--- src/rtl/seq_div_pkg.sv ---
// Shared definitions for the sequential restoring divider.
//   state_e    : controller states (IDLE, RUN, DONE)
//   DEFAULT_N  : default operand width (divisor/quotient/remainder)
//   cnt_width  : iteration counter width for a given N
package seq_div_pkg;

    localparam int unsigned DEFAULT_N = 32;

    typedef enum logic [1:0] {
        IDLE = 2'd0,
        RUN  = 2'd1,
        DONE = 2'd2
    } state_e;

    // Counter must hold N-1; never narrower than one bit.
    function automatic int unsigned cnt_width(input int unsigned n);
        return (n <= 1) ? 1 : $clog2(n);
    endfunction

endpackage

--- src/rtl/seq_div_n32_div_step.sv ---
// One restoring-division step: compare the shifted partial remainder against
// the divisor and subtract when it fits. This is the single N+1-bit cell that
// the sequencer reuses every cycle (a full-adder chain plus a mux in a netlist).
//   r        in  N+1  shifted partial remainder {rem, next dividend bit}
//   d        in  N    divisor
//   rem_next out N    partial remainder for the next step
//   q_bit    out 1    quotient bit decided by this step
module div_step #(
    parameter int unsigned N = 32
) (
    input  logic [N:0]   r,
    input  logic [N-1:0] d,
    output logic [N-1:0] rem_next,
    output logic         q_bit
);

    logic [N:0] diff;
    logic [N:0] mux_out;
    logic       unused_top;

    assign q_bit   = (r >= {1'b0, d});
    assign diff    = r - {1'b0, d};
    assign mux_out = q_bit ? diff : r;

    // rem < d is invariant, so the selected value always fits in N bits.
    assign rem_next   = mux_out[N-1:0];
    assign unused_top = mux_out[N];

endmodule

--- src/rtl/seq_div_n32.sv ---
// Sequential restoring divider: divides a 2N-bit dividend by an N-bit divisor,
// producing one quotient bit per clock (MSB first) over N cycles.
//   clk, rst   : clock (rising edge), synchronous active-high reset
//   start      : request; operands sampled on the accepting edge (IDLE/DONE)
//   dividend   : 2N-bit numerator
//   divisor    : N-bit denominator
//   busy       : high while iterating
//   done       : one-cycle pulse; results valid from this cycle
//   q_bit      : quotient bit decided this cycle, q_valid qualifies it
//   quotient   : final quotient (all ones on dbz/ovf)
//   remainder  : final remainder (dividend high half on dbz/ovf)
//   ovf        : dividend high half >= nonzero divisor (quotient would not fit)
//   dbz        : divisor was zero
module seq_div_n32
    import seq_div_pkg::*;
#(
    parameter int unsigned N     = DEFAULT_N,
    parameter int unsigned CNT_W = cnt_width(N)
) (
    input  logic             clk,
    input  logic             rst,
    input  logic             start,
    input  logic [2*N-1:0]   dividend,
    input  logic [N-1:0]     divisor,
    output logic             busy,
    output logic             done,
    output logic             q_bit,
    output logic             q_valid,
    output logic [N-1:0]     quotient,
    output logic [N-1:0]     remainder,
    output logic             ovf,
    output logic             dbz
);

    state_e             state;
    state_e             state_next;

    logic [N-1:0]       d_reg;
    logic [N-1:0]       rem_reg;
    logic [N-1:0]       lo_reg;
    logic [CNT_W-1:0]   cnt;
    logic [N-1:0]       quot_reg;
    logic               ovf_reg;
    logic               dbz_reg;

    logic [N-1:0]       div_hi;
    logic [N-1:0]       div_lo;
    logic               dbz_c;
    logic               ovf_c;
    logic               err_c;
    logic               accept_c;
    logic               last_c;

    logic [N:0]         step_r;
    logic [N-1:0]       step_rem;
    logic               step_q;

    // Operand split and error detection on the incoming request.
    assign div_hi   = dividend[2*N-1:N];
    assign div_lo   = dividend[N-1:0];
    assign dbz_c    = (divisor == '0);
    assign ovf_c    = !dbz_c && (div_hi >= divisor);
    assign err_c    = dbz_c || ovf_c;
    assign accept_c = start && (state != RUN);
    assign last_c   = (cnt == '0);

    // Bring down the next dividend bit into the partial remainder.
    assign step_r = {rem_reg, lo_reg[N-1]};

    div_step #(
        .N (N)
    ) u_step (
        .r        (step_r),
        .d        (d_reg),
        .rem_next (step_rem),
        .q_bit    (step_q)
    );

    // State register.
    always_ff @(posedge clk) begin
        if (rst) begin
            state <= IDLE;
        end else begin
            state <= state_next;
        end
    end

    // Next-state and status decode.
    always_comb begin
        state_next = state;
        busy       = 1'b0;
        done       = 1'b0;
        q_valid    = 1'b0;
        q_bit      = 1'b0;

        case (state)
            IDLE: begin
                if (start) begin
                    state_next = err_c ? DONE : RUN;
                end
            end
            RUN: begin
                busy    = 1'b1;
                q_valid = 1'b1;
                q_bit   = step_q;
                if (last_c) begin
                    state_next = DONE;
                end
            end
            DONE: begin
                done = 1'b1;
                if (start) begin
                    state_next = err_c ? DONE : RUN;
                end else begin
                    state_next = IDLE;
                end
            end
            default: begin
                state_next = IDLE;
            end
        endcase
    end

    // Datapath: load on accept, one restoring step per RUN cycle, hold otherwise.
    always_ff @(posedge clk) begin
        if (rst) begin
            d_reg    <= '0;
            rem_reg  <= '0;
            lo_reg   <= '0;
            cnt      <= '0;
            quot_reg <= '0;
            ovf_reg  <= 1'b0;
            dbz_reg  <= 1'b0;
        end else if (accept_c) begin
            d_reg    <= divisor;
            rem_reg  <= div_hi;
            lo_reg   <= div_lo;
            cnt      <= CNT_W'(N - 1);
            quot_reg <= err_c ? '1 : '0;
            dbz_reg  <= dbz_c;
            ovf_reg  <= ovf_c;
        end else if (state == RUN) begin
            rem_reg  <= step_rem;
            lo_reg   <= {lo_reg[N-2:0], 1'b0};
            quot_reg <= {quot_reg[N-2:0], step_q};
            cnt      <= cnt - CNT_W'(1);
        end
    end

    assign quotient  = quot_reg;
    assign remainder = rem_reg;
    assign ovf       = ovf_reg;
    assign dbz       = dbz_reg;

endmodule
--- config.mk ---
export PLATFORM = sky130hd
export DESIGN_NAME = seq_div_n32
export DESIGN_NICKNAME = d
export VERILOG_FILES = /design/src/rtl/seq_div_pkg.sv /design/src/rtl/seq_div_n32_div_step.sv /design/src/rtl/seq_div_n32.sv
export SDC_FILE = /design/constraint.sdc
export NUM_CORES = 1
export LEC_CHECK = 0
export BUFFER_PORTS_ARGS = -buffer_cell sky130_fd_sc_hd__buf_2
export CAP_MARGIN = 40
export CORE_AREA = 2 2 172 174
export DETAILED_ROUTE_END_ITERATION = 10
export DIE_AREA = 0 0 174 176
export PLACE_DENSITY = 0.59
export SYNTH_ARGS = -nofsm -noshare
export SYNTH_HDL_FRONTEND = slang
export SYNTH_SLANG_ARGS = --single-unit
--- constraint.sdc ---
create_clock -name clk -period 3.8 [get_ports clk]
set_input_delay 0.95 -clock clk [delete_from_list [all_inputs] [get_ports clk]]
set_output_delay 0.95 -clock clk [all_outputs]
set_load 0.05 [all_outputs]
==> flow_summary.ini, run 1 <==
[floorplanning]
start_util_pct = 29.8
dieHeight_um = 176
rows = 62
fp.coreArea_sq_mm = 0.0285
dieArea_sq_mm = 0.0306
io_pins = 169
die_x_um = 174

[clocking]
clk_pin_slew_ns = 0.06
cts_num_sinks = 137
cts_max_level = 4
clk_latency_ns = 0.43
cts_tree = built
cts_buffers = 17
ctsHoldBuffers = 0
clockBufferDepth = 2
cts_root_buf = clkbuf_16

[power]
power_mw = 5.94
p_sw_mw = 2.35
pwr-share-seq_pct = 29.3
p_clk_share_pct = 31.2
pwr_density_cell_mw_per_mm2 = 558
comb_power_share_pct = 39.5
swShare_pct = 39.5
power_leakage_nw = 4.85
p_int_mw = 3.60
irDropWorstVdd_mv = 0.275

[yosys]
synthCells = 1108
async_reset_ff_share_pct = 0
synthFlopType = dfxtp_1
syn_area_sq_mm = 0.00851
yosys_warnings = 0
syn_nets = 1274
synth_seq_cells = 137
yosysSeqAreaShare_pct = 32.2
synth_edf_count = 0
ys_types = 58
syn_area_per_cell_sq_um = 7.68

[timing]
setup_viol_count_final = 0
period_needed_ns = 3.70
tns_ns = 0
fmax_ghz = 0.270
whs_ns = 0.453
hold_violations = 0
tightest_slew_ns = 0.834
skew_ns = 0.0116
final.setup.worst_slack_ns = 0.100
relSlewSlack_pct = 44.4
slew_violations = 0
grt_setup_unrepaired = yes
period_share_pct = 97.4

[placed_design]
globalplace.congestion = 0.886
portBuffers = 168
preCtsSetupSlack_ns = 0.210
dpl.hpwl_mm = 20.0

[final_layout]
fin_util_pct = 37.3
final_cell_mix = 165 x buf_2, 135 x nand2_1, 117 x dfxtp_1
fin_nets = 1408
layout-drive-gt1-share_pct = 22.5
area_growth_pct = 25.2
mostFrequentLayoutCell = buf_2

[setup_path]
r2r_slack_ns = 0.47
r2r_end = remainder[28]
cp_max_fo = 4
criticalPathCategory = reg2out
rr_startpoint = lo_reg[31]
worst_r2r_path_depth = 13
cp-start-kind = register
end_kind = output pin
critical_path_arrival_ns = 2.75
worst-endpoint-required_ns = 2.85

[hold_path]
hold_path_end = d_reg[15]
hold_path_class = reg2reg
worstHoldStart = d_reg[15]
hold_depth = 2

[routing]
vias_per_cell = 5.12
vias = 8405
dr.pass1.iters = 5
post_drt_wl_per_cell_um = 16.8
postRouteAntennaNets = 0
wirelength_mm = 27.6
drc = 0
drtIter0Drc = 626

[grt]
grt_pass1_vias = 7985
antenna_found_initial = 1
grt_max_degree = 107
overflow = 0
grt_first_pass_wirelength_mm = 43.3
grt_usage_pct = 17.7

[flow_run]
drv_cap = 0

[run_status]
status = completed
through the flow:
step	std cells	area, sq um
after floorplan	1108	8530
after global placement	1602	9700
after detailed placement	1603	9730
after CTS	1636	10400
after global routing	1640	10700
final	1641	10700
Yosys cell counts, drive strengths merged (9+ instances only):
master / instances / area, sq um
dfxtp: 137 / 2740
nand2: 136 / 510
a21oi: 106 / 531
nor2: 105 / 394
inv: 77 / 289
nor3: 68 / 340
ha: 66 / 826
clkbuf: 65 / 244
mux2i: 48 / 480
a211oi: 44 / 330
o21ai: 42 / 210
a21o: 27 / 203
a221oi: 26 / 228
nand4: 16 / 100
xnor2: 16 / 140
nor2b: 13 / 81.3
nor4: 11 / 68.8
buf: 10 / 72.6
nand3: 10 / 50.1
a31oi: 9 / 56.3
nand2b: 9 / 56.3
power by group through the flow:
stage / Combinational [mW] / Clock [mW] / Sequential, mW
3_5_place_dp: 2.22 / 0 / 1.76
6_report: 2.35 / 1.85 / 1.74
4_1_cts: 2.26 / 1.89 / 1.73
2_1_floorplan: 1.38 / 0 / 2.04
5_1_grt: 2.58 / 1.96 / 1.76
3_3_place_gp: 2.20 / 0 / 1.76
area by class of cell:
cell class                 instances  area (sq um)
antenna                            2          5.00
timing repair buffer             190          1070
multi-input combinational        819          5390
fill                            3032         17900
clock inverter                    14           209
sequential                       137          2770
tap                              384           480
clock buffer                      18           439
inverter                          77           293
what timing repair did:
action / 4_1_cts / 5_1_grt
hold endpoints to repair: 0 / 0
setup endpoints to repair: 1 / 1
setup buffers: 1 / 3
pin swaps: 4 / 12
cloned: 0 / 0
gates resized for setup: 9 / 46
worst max path at each step:
stage	startpoint	to	slack, ns	cells after the start
floorplan	remainder[17]	q_bit	0.02	11
global placement	divisor[23]	quotient[0]	0.20	11
detailed placement	d_reg[3]	q_bit	0.21	11
CTS	d_reg[7]	q_bit	0.02	11
global route	d_reg[13]	q_bit	-0.04	10
finish	d_reg[3]	q_bit	0.10	11
metal layers:
metal	vias up	global-route usage [%]	share of wire, %
li1	4195	-	-
met1	3938	24.1	48
met2	238	27.3	43
met3	34	5.17	6.8
met4	0	4.87	1.7
met5	-	0	0
worst max-delay path, stage by stage (launching register included):
cell and delay (ns):
dfxtp_2 0.32, inv_1 0.06, ha_4 0.29, nand3_4 0.08, o21bai_4 0.19, a2111oi_4 0.45, nor4bb_4 0.10, or2_4 0.28
o211ai_4 0.18, nand2_2 0.10, clkinvlp_4 0.13, buf_12 0.14
cell families after synthesis:
kind of cell / Yosys count / share of synthesized area [%]
compound gates: 293 / 22.2
xor+xnor: 23 / 2.37
fa+ha+maj: 67 / 9.94
buf+inv: 152 / 7.11
flops: 137 / 32.2
mux: 48 / 5.64
simple gates: 388 / 20.5
Note: power is estimated with default switching activity, not from simulation.
==> run 2: changes to the inputs <==
Settings changed: ABC_AREA from default to 1, CORE_AREA 2 2 172 174 to 2 2 179 181, DIE_AREA 0 0 174 176 to 0 0 181 183.
Clock period 3.8 ns to 4 ns, I/O delays scaled along.
==> run 2 against run 1 <==
Against the previous run:
- worst hold slack improved by 0.020 ns
- clock skew rose by 0.0058 ns
- total power fell by 8.1%
- via count rose by 11%
- first-iteration DRC count fell by 26%
- clock power fell by 11%
- core utilization fell by 1.7 points
- sequential power fell by 7%
- register-to-register slack improved by 0.36 ns
- final cell count rose by 20%
- synthesized cell count rose by 27%
- largest cell class unchanged
==> flow_summary.ini, run 2 <==
[clocking]
clockBufferDepth = 2
cts_root_buf = clkbuf_16
cts_setup_buffers = 0
cts_num_sinks = 137
cts_resized = 0
clk_pin_slew_ns = 0.08
clk_latency_ns = 0.43
ctsHoldBuffers = 0
cts_buffers = 17
cts_max_level = 4
cts_tree = built

[setup_path]
cp-start-kind = register
criticalPathCategory = reg2out
crit_path_frequent_cell = nand2_2
cp_max_fo = 12
critPathMaxStageDelay_ns = 0.38
crit_chain = ha_1 > nand2_2 > nor2_1 > nand3_1 > nand3_2 > nand2_1 > nand2_2 > nand2_2 > nand2_4 > nand2_8 > inv_2 > buf_2
end_kind = output pin
worst-endpoint-required_ns = 3.00
crit_family = simple AND/OR/NAND/NOR gates
path_buf_inv = 2
crit_slowest_cell = ha_1
critical_path_arrival_ns = 2.70

[placed_design]
dpl.hpwl_mm = 23.1
postPlaceCellArea_sq_mm = 0.0105
portBuffers = 168
globalplace.congestion = 0.916

[floorplanning]
die_x_um = 181
dieArea_sq_mm = 0.0331
rows = 65
start_util_pct = 29.6
fp.coreArea_sq_mm = 0.0312
io_pins = 169
dieHeight_um = 183

[yosys]
synth_seq_cells = 137
ys_types = 45
yosys.area.top_type = dfxtp_1
synthTopCellsByArea = dfxtp_1 30%, nand2_1 13%, inv_1 12%
synthCells = 1410
syn_area_per_cell_sq_um = 6.55
yosys-top-cells-count = 331 x nand2_1, 293 x inv_1, 137 x dfxtp_1
syn_area_sq_mm = 0.00923
synth.most_common_cell = nand2_1
synth_edf_count = 0
synth_top_area_share_pct = 29.7
async_reset_ff_share_pct = 0
yosysSeqAreaShare_pct = 29.7
yosys_warnings = 0
syn_nets = 1576
synthFlopType = dfxtp_1

[grt]
grt_max_degree = 76
grt_first_pass_wirelength_mm = 48.1
grt_usage_pct = 18.1
grt_pass1_vias = 9077
antenna_found_initial = 8
overflow = 0

[routing]
vias = 9327
drc = 0
wirelength_mm = 30.1
vias_per_cell = 4.72
postRouteAntennaNets = 0
post_drt_wl_per_cell_um = 15.2
drtIter0Drc = 465
dr.pass1.iters = 5

[final_layout]
final_cell_mix = 331 x nand2_1, 292 x inv_1, 168 x buf_2
area_growth_pct = 20.4
mostFrequentLayoutCell = nand2_1
layout-drive-gt1-share_pct = 17.7
n_fill_cell = 3448
fin_nets = 1722
design_area_sq_mm = 0.0111

[power]
comb_power_share_pct = 40.3
swShare_pct = 43.4
p_clk_share_pct = 30.0
pwr-share-seq_pct = 29.6
pwr_density_cell_mw_per_mm2 = 491
power_leakage_nw = 5.94
p_int_mw = 3.09
p_sw_mw = 2.37
irDropWorstVdd_mv = 0.292

[timing]
hold_violations = 0
period_share_pct = 92.5
setup_viol_count_final = 0
skew_ns = 0.0173
tightest_slew_ns = 0.738
tns_ns = 0
grt_setup_unrepaired = no
slew_violations = 0
period_needed_ns = 3.70
fmax_ghz = 0.270
relSlewSlack_pct = 50.8

[hold_path]
hold_path_class = reg2reg

[run_status]
status = completed

[flow_run]
drv_cap = 0
-- run 2: logic make-up (layout without fill, tap and decap cells) --
kind of cell,count (synthesis),count (layout),synth area share [%]
and+or+nand+nor,559,559,25.9
DFF,137,137,29.7
AOI/OAI and AO/OA,276,276,18.8
other,0,4,0
adders and majority gates,67,67,9.16
buffers and inverters,355,514,14.9
xor gates and xnor gates,16,16,1.52
-- run 2: layout make-up --
type                            instances  area [sq um]  area share, %
Antenna cell                            4          10.0         0.0900
Timing Repair Buffer                  186          1010           9.12
Sequential cell                       137          2740           24.7
Multi-Input combinational cell        918          5130           46.2
Clock inverter                         15           175           1.58
Tap cell                              402           503           4.52
Inverter                              296          1110           10.0
Clock buffer                           17           425           3.83
-- run 2: tightest hold or removal path: stages, from the launching register on --
cell and delay (ns):
dfxtp_1 0.31, nand2_1 0.06, a21oi_1 0.05
-- run 2: routing by layer --
| metal | global-route usage [%] | up-vias | share of wire, % |
|---|---|---|---|
| li1 | - | 4808 | - |
| met3 | 4.73 | 27 | 5.9 |
| met5 | 0 | - | 0.16 |
| met2 | 32.1 | 217 | 48 |
| met1 | 22.1 | 4267 | 45 |
| met4 | 3.77 | 8 | 1.3 |
-- run 2: power by group through the flow --
stage	Sequential [mW]	Combinational, mW	Clock [mW]
after detailed placement	1.65	2.19	0
after global placement	1.65	2.18	0
after global routing	1.64	2.45	1.73
final	1.62	2.20	1.64
after CTS	1.62	2.21	1.68
after floorplan	1.92	1.33	0
-- run 2: worst paths after layout --
kind	startpoint	to	slack (ns)	cells after the start
max	remainder[7]	q_bit	0.30	12
min	lo_reg[0]	lo_reg[0]	0.47	2
max reg2reg	remainder[7]	remainder[8]	0.83	16
min reg2reg	lo_reg[0]	lo_reg[0]	0.47	2
-- run 2: stage by stage --
step	instances	setup WS (ns)	utilization [%]	total power, mW	hold slack [ns]
after CTS	1971	0.289	35.6	5.50	0.473
after global routing	1972	0.0942	35.6	5.82	0.492
after global placement	1938	0.754	33.6	3.83	0.452
after detailed placement	1939	0.762	33.6	3.84	0.465
final	1975	0.299	35.6	5.46	0.474
after floorplan	1410	0.960	-	3.25	0.441
==> run 3: changes to the inputs <==
Settings changed: ABC_AREA 1 to default, CORE_AREA 2 2 179 181 to 2 2 172 174, DIE_AREA 0 0 181 183 to 0 0 174 176.
==> run 3 against run 2 <==
Against the previous run:
- critical path depth decreased by 1
- fmax decreased by 3.6%
- setup slack lost 0.14 ns
- clock skew shrank 0.0073 ns
- wire length shrank 11%
- die area down 7.5%
- final cell count fell by 17%
- total power decreased by 1.3%
- largest cell class unchanged
==> flow_summary.ini, run 3 (synthesized netlist as in run 1, its figures left out) <==
[grt]
grt_pass1_vias = 8175
overflow = 0
grt_max_degree = 106
grt_usage_pct = 17.4
grt_first_pass_wirelength_mm = 42.9
antenna_found_initial = 1

[setup_path]
worst-endpoint-required_ns = 3.00
cp-start-kind = register
end_kind = output pin
cp_max_fo = 5
critical_path_arrival_ns = 2.84
criticalPathCategory = reg2out

[timing]
period_needed_ns = 3.84
setup_viol_count_final = 0
grt_setup_unrepaired = no
relSlewSlack_pct = 54.2
tightest_slew_ns = 0.687
whs_ns = 0.456
slew_violations = 0
hold_violations = 0
tns_ns = 0
fmax_ghz = 0.260
skew_ns = 0.0100
period_share_pct = 96.0
final.setup.worst_slack_ns = 0.159

[run_status]
status = completed

[floorplanning]
rows = 62
dieArea_sq_mm = 0.0306
start_util_pct = 29.8
die_x_um = 174
fp.coreArea_sq_mm = 0.0285
dieHeight_um = 176
io_pins = 169

[power]
p_clk_share_pct = 29.9
p_int_mw = 3.17
p_sw_mw = 2.22
pwr-share-seq_pct = 30.4
power_leakage_nw = 4.78
irDropWorstVdd_mv = 0.221
swShare_pct = 41.1
comb_power_share_pct = 39.7
pwr_density_cell_mw_per_mm2 = 520

[routing]
vias = 8282
vias_per_cell = 5.06
drtIter0Drc = 529
dr.pass1.iters = 5
postRouteAntennaNets = 0
wirelength_mm = 26.8
drc = 0
post_drt_wl_per_cell_um = 16.4

[final_layout]
layout-drive-gt1-share_pct = 19.0
fin_nets = 1404
area_growth_pct = 21.8
layout.cells.non_filler = 1636
mostFrequentLayoutCell = buf_2
final_cell_mix = 165 x buf_2, 136 x nand2_1, 135 x dfxtp_1

[clocking]
cts_buffers = 17
cts_max_level = 4
cts_root_buf = clkbuf_16
clk_pin_slew_ns = 0.07
clk_latency_ns = 0.43
ctsHoldBuffers = 0
clockBufferDepth = 2
cts_tree = built
cts_num_sinks = 137

[placed_design]
placed_cells = 1602
portBuffers = 168
preCtsSetupSlack_ns = 0.341
globalplace.congestion = 0.896
dpl.hpwl_mm = 19.9

[flow_run]
drv_cap = 0

[hold_path]
hold_path_class = reg2reg
-- run 3: area by class of cell --
cell class / instances / area [sq um]
fill: 3083 / 18200
multi-input combinational: 819 / 5230
sequential: 137 / 2750
timing repair buffer: 186 / 1020
tap: 384 / 480
clock buffer: 18 / 439
inverter: 77 / 289
clock inverter: 14 / 156
antenna: 1 / 2.50
-- run 3: critical path, cell delays in order (launching register included) --
cell and delay [ns]:
dfxtp_1 0.34, inv_1 0.08, ha_4 0.30, nand3_1 0.09, o21bai_2 0.24, a2111oi_4 0.41, nor4bb_2 0.10, or2_4 0.29
o211ai_4 0.19, nand2_1 0.10, inv_2 0.10, buf_6 0.16
-- run 3: path summary, 6_finish.rpt --
| kind | slack [ns] | endpoint | startpoint | cells past startpoint |
|---|---|---|---|---|
| hold / removal | 0.46 | d_reg[19] | d_reg[19] | 2 |
| setup reg to reg | 0.78 | remainder[30] | remainder[1] | 10 |
| setup / recovery | 0.16 | q_bit | d_reg[3] | 11 |
| hold reg to reg | 0.46 | d_reg[19] | d_reg[19] | 2 |
-- run 3: layer usage --
metal  wire length, um  global-route usage (%)
met1             12100                    22.3
met2             12500                    28.4
met3              1540                    4.22
met4               649                    6.65
met5                 0                       0
-- run 3: what timing repair did --
| item | 4_1_cts | 5_1_grt |
|---|---|---|
| buffers inserted | 0 | 1 |
| endpoints found under the setup margin | 1 | 1 |
| pin swaps | 1 | 2 |
| resized for setup | 3 | 8 |
-- run 3: power by group through the flow --
stage	Combinational (mW)	Sequential (mW)	Clock, mW
global placement	2.10	1.66	0
floorplan	1.31	1.93	0
global route	2.35	1.66	1.70
finish	2.14	1.64	1.61
detailed placement	2.11	1.67	0
CTS	2.12	1.64	1.65
-- run 3: per-stage QoR --
stage | power (mW) | util (%) | instance area [sq um]
detailed placement | 3.77 | 34.0 | 9690
floorplan | 3.24 | - | 8510
finish | 5.39 | 36.3 | 10400
CTS | 5.40 | 36.1 | 10300
global route | 5.71 | 36.3 | 10400
global placement | 3.76 | 33.9 | 9680
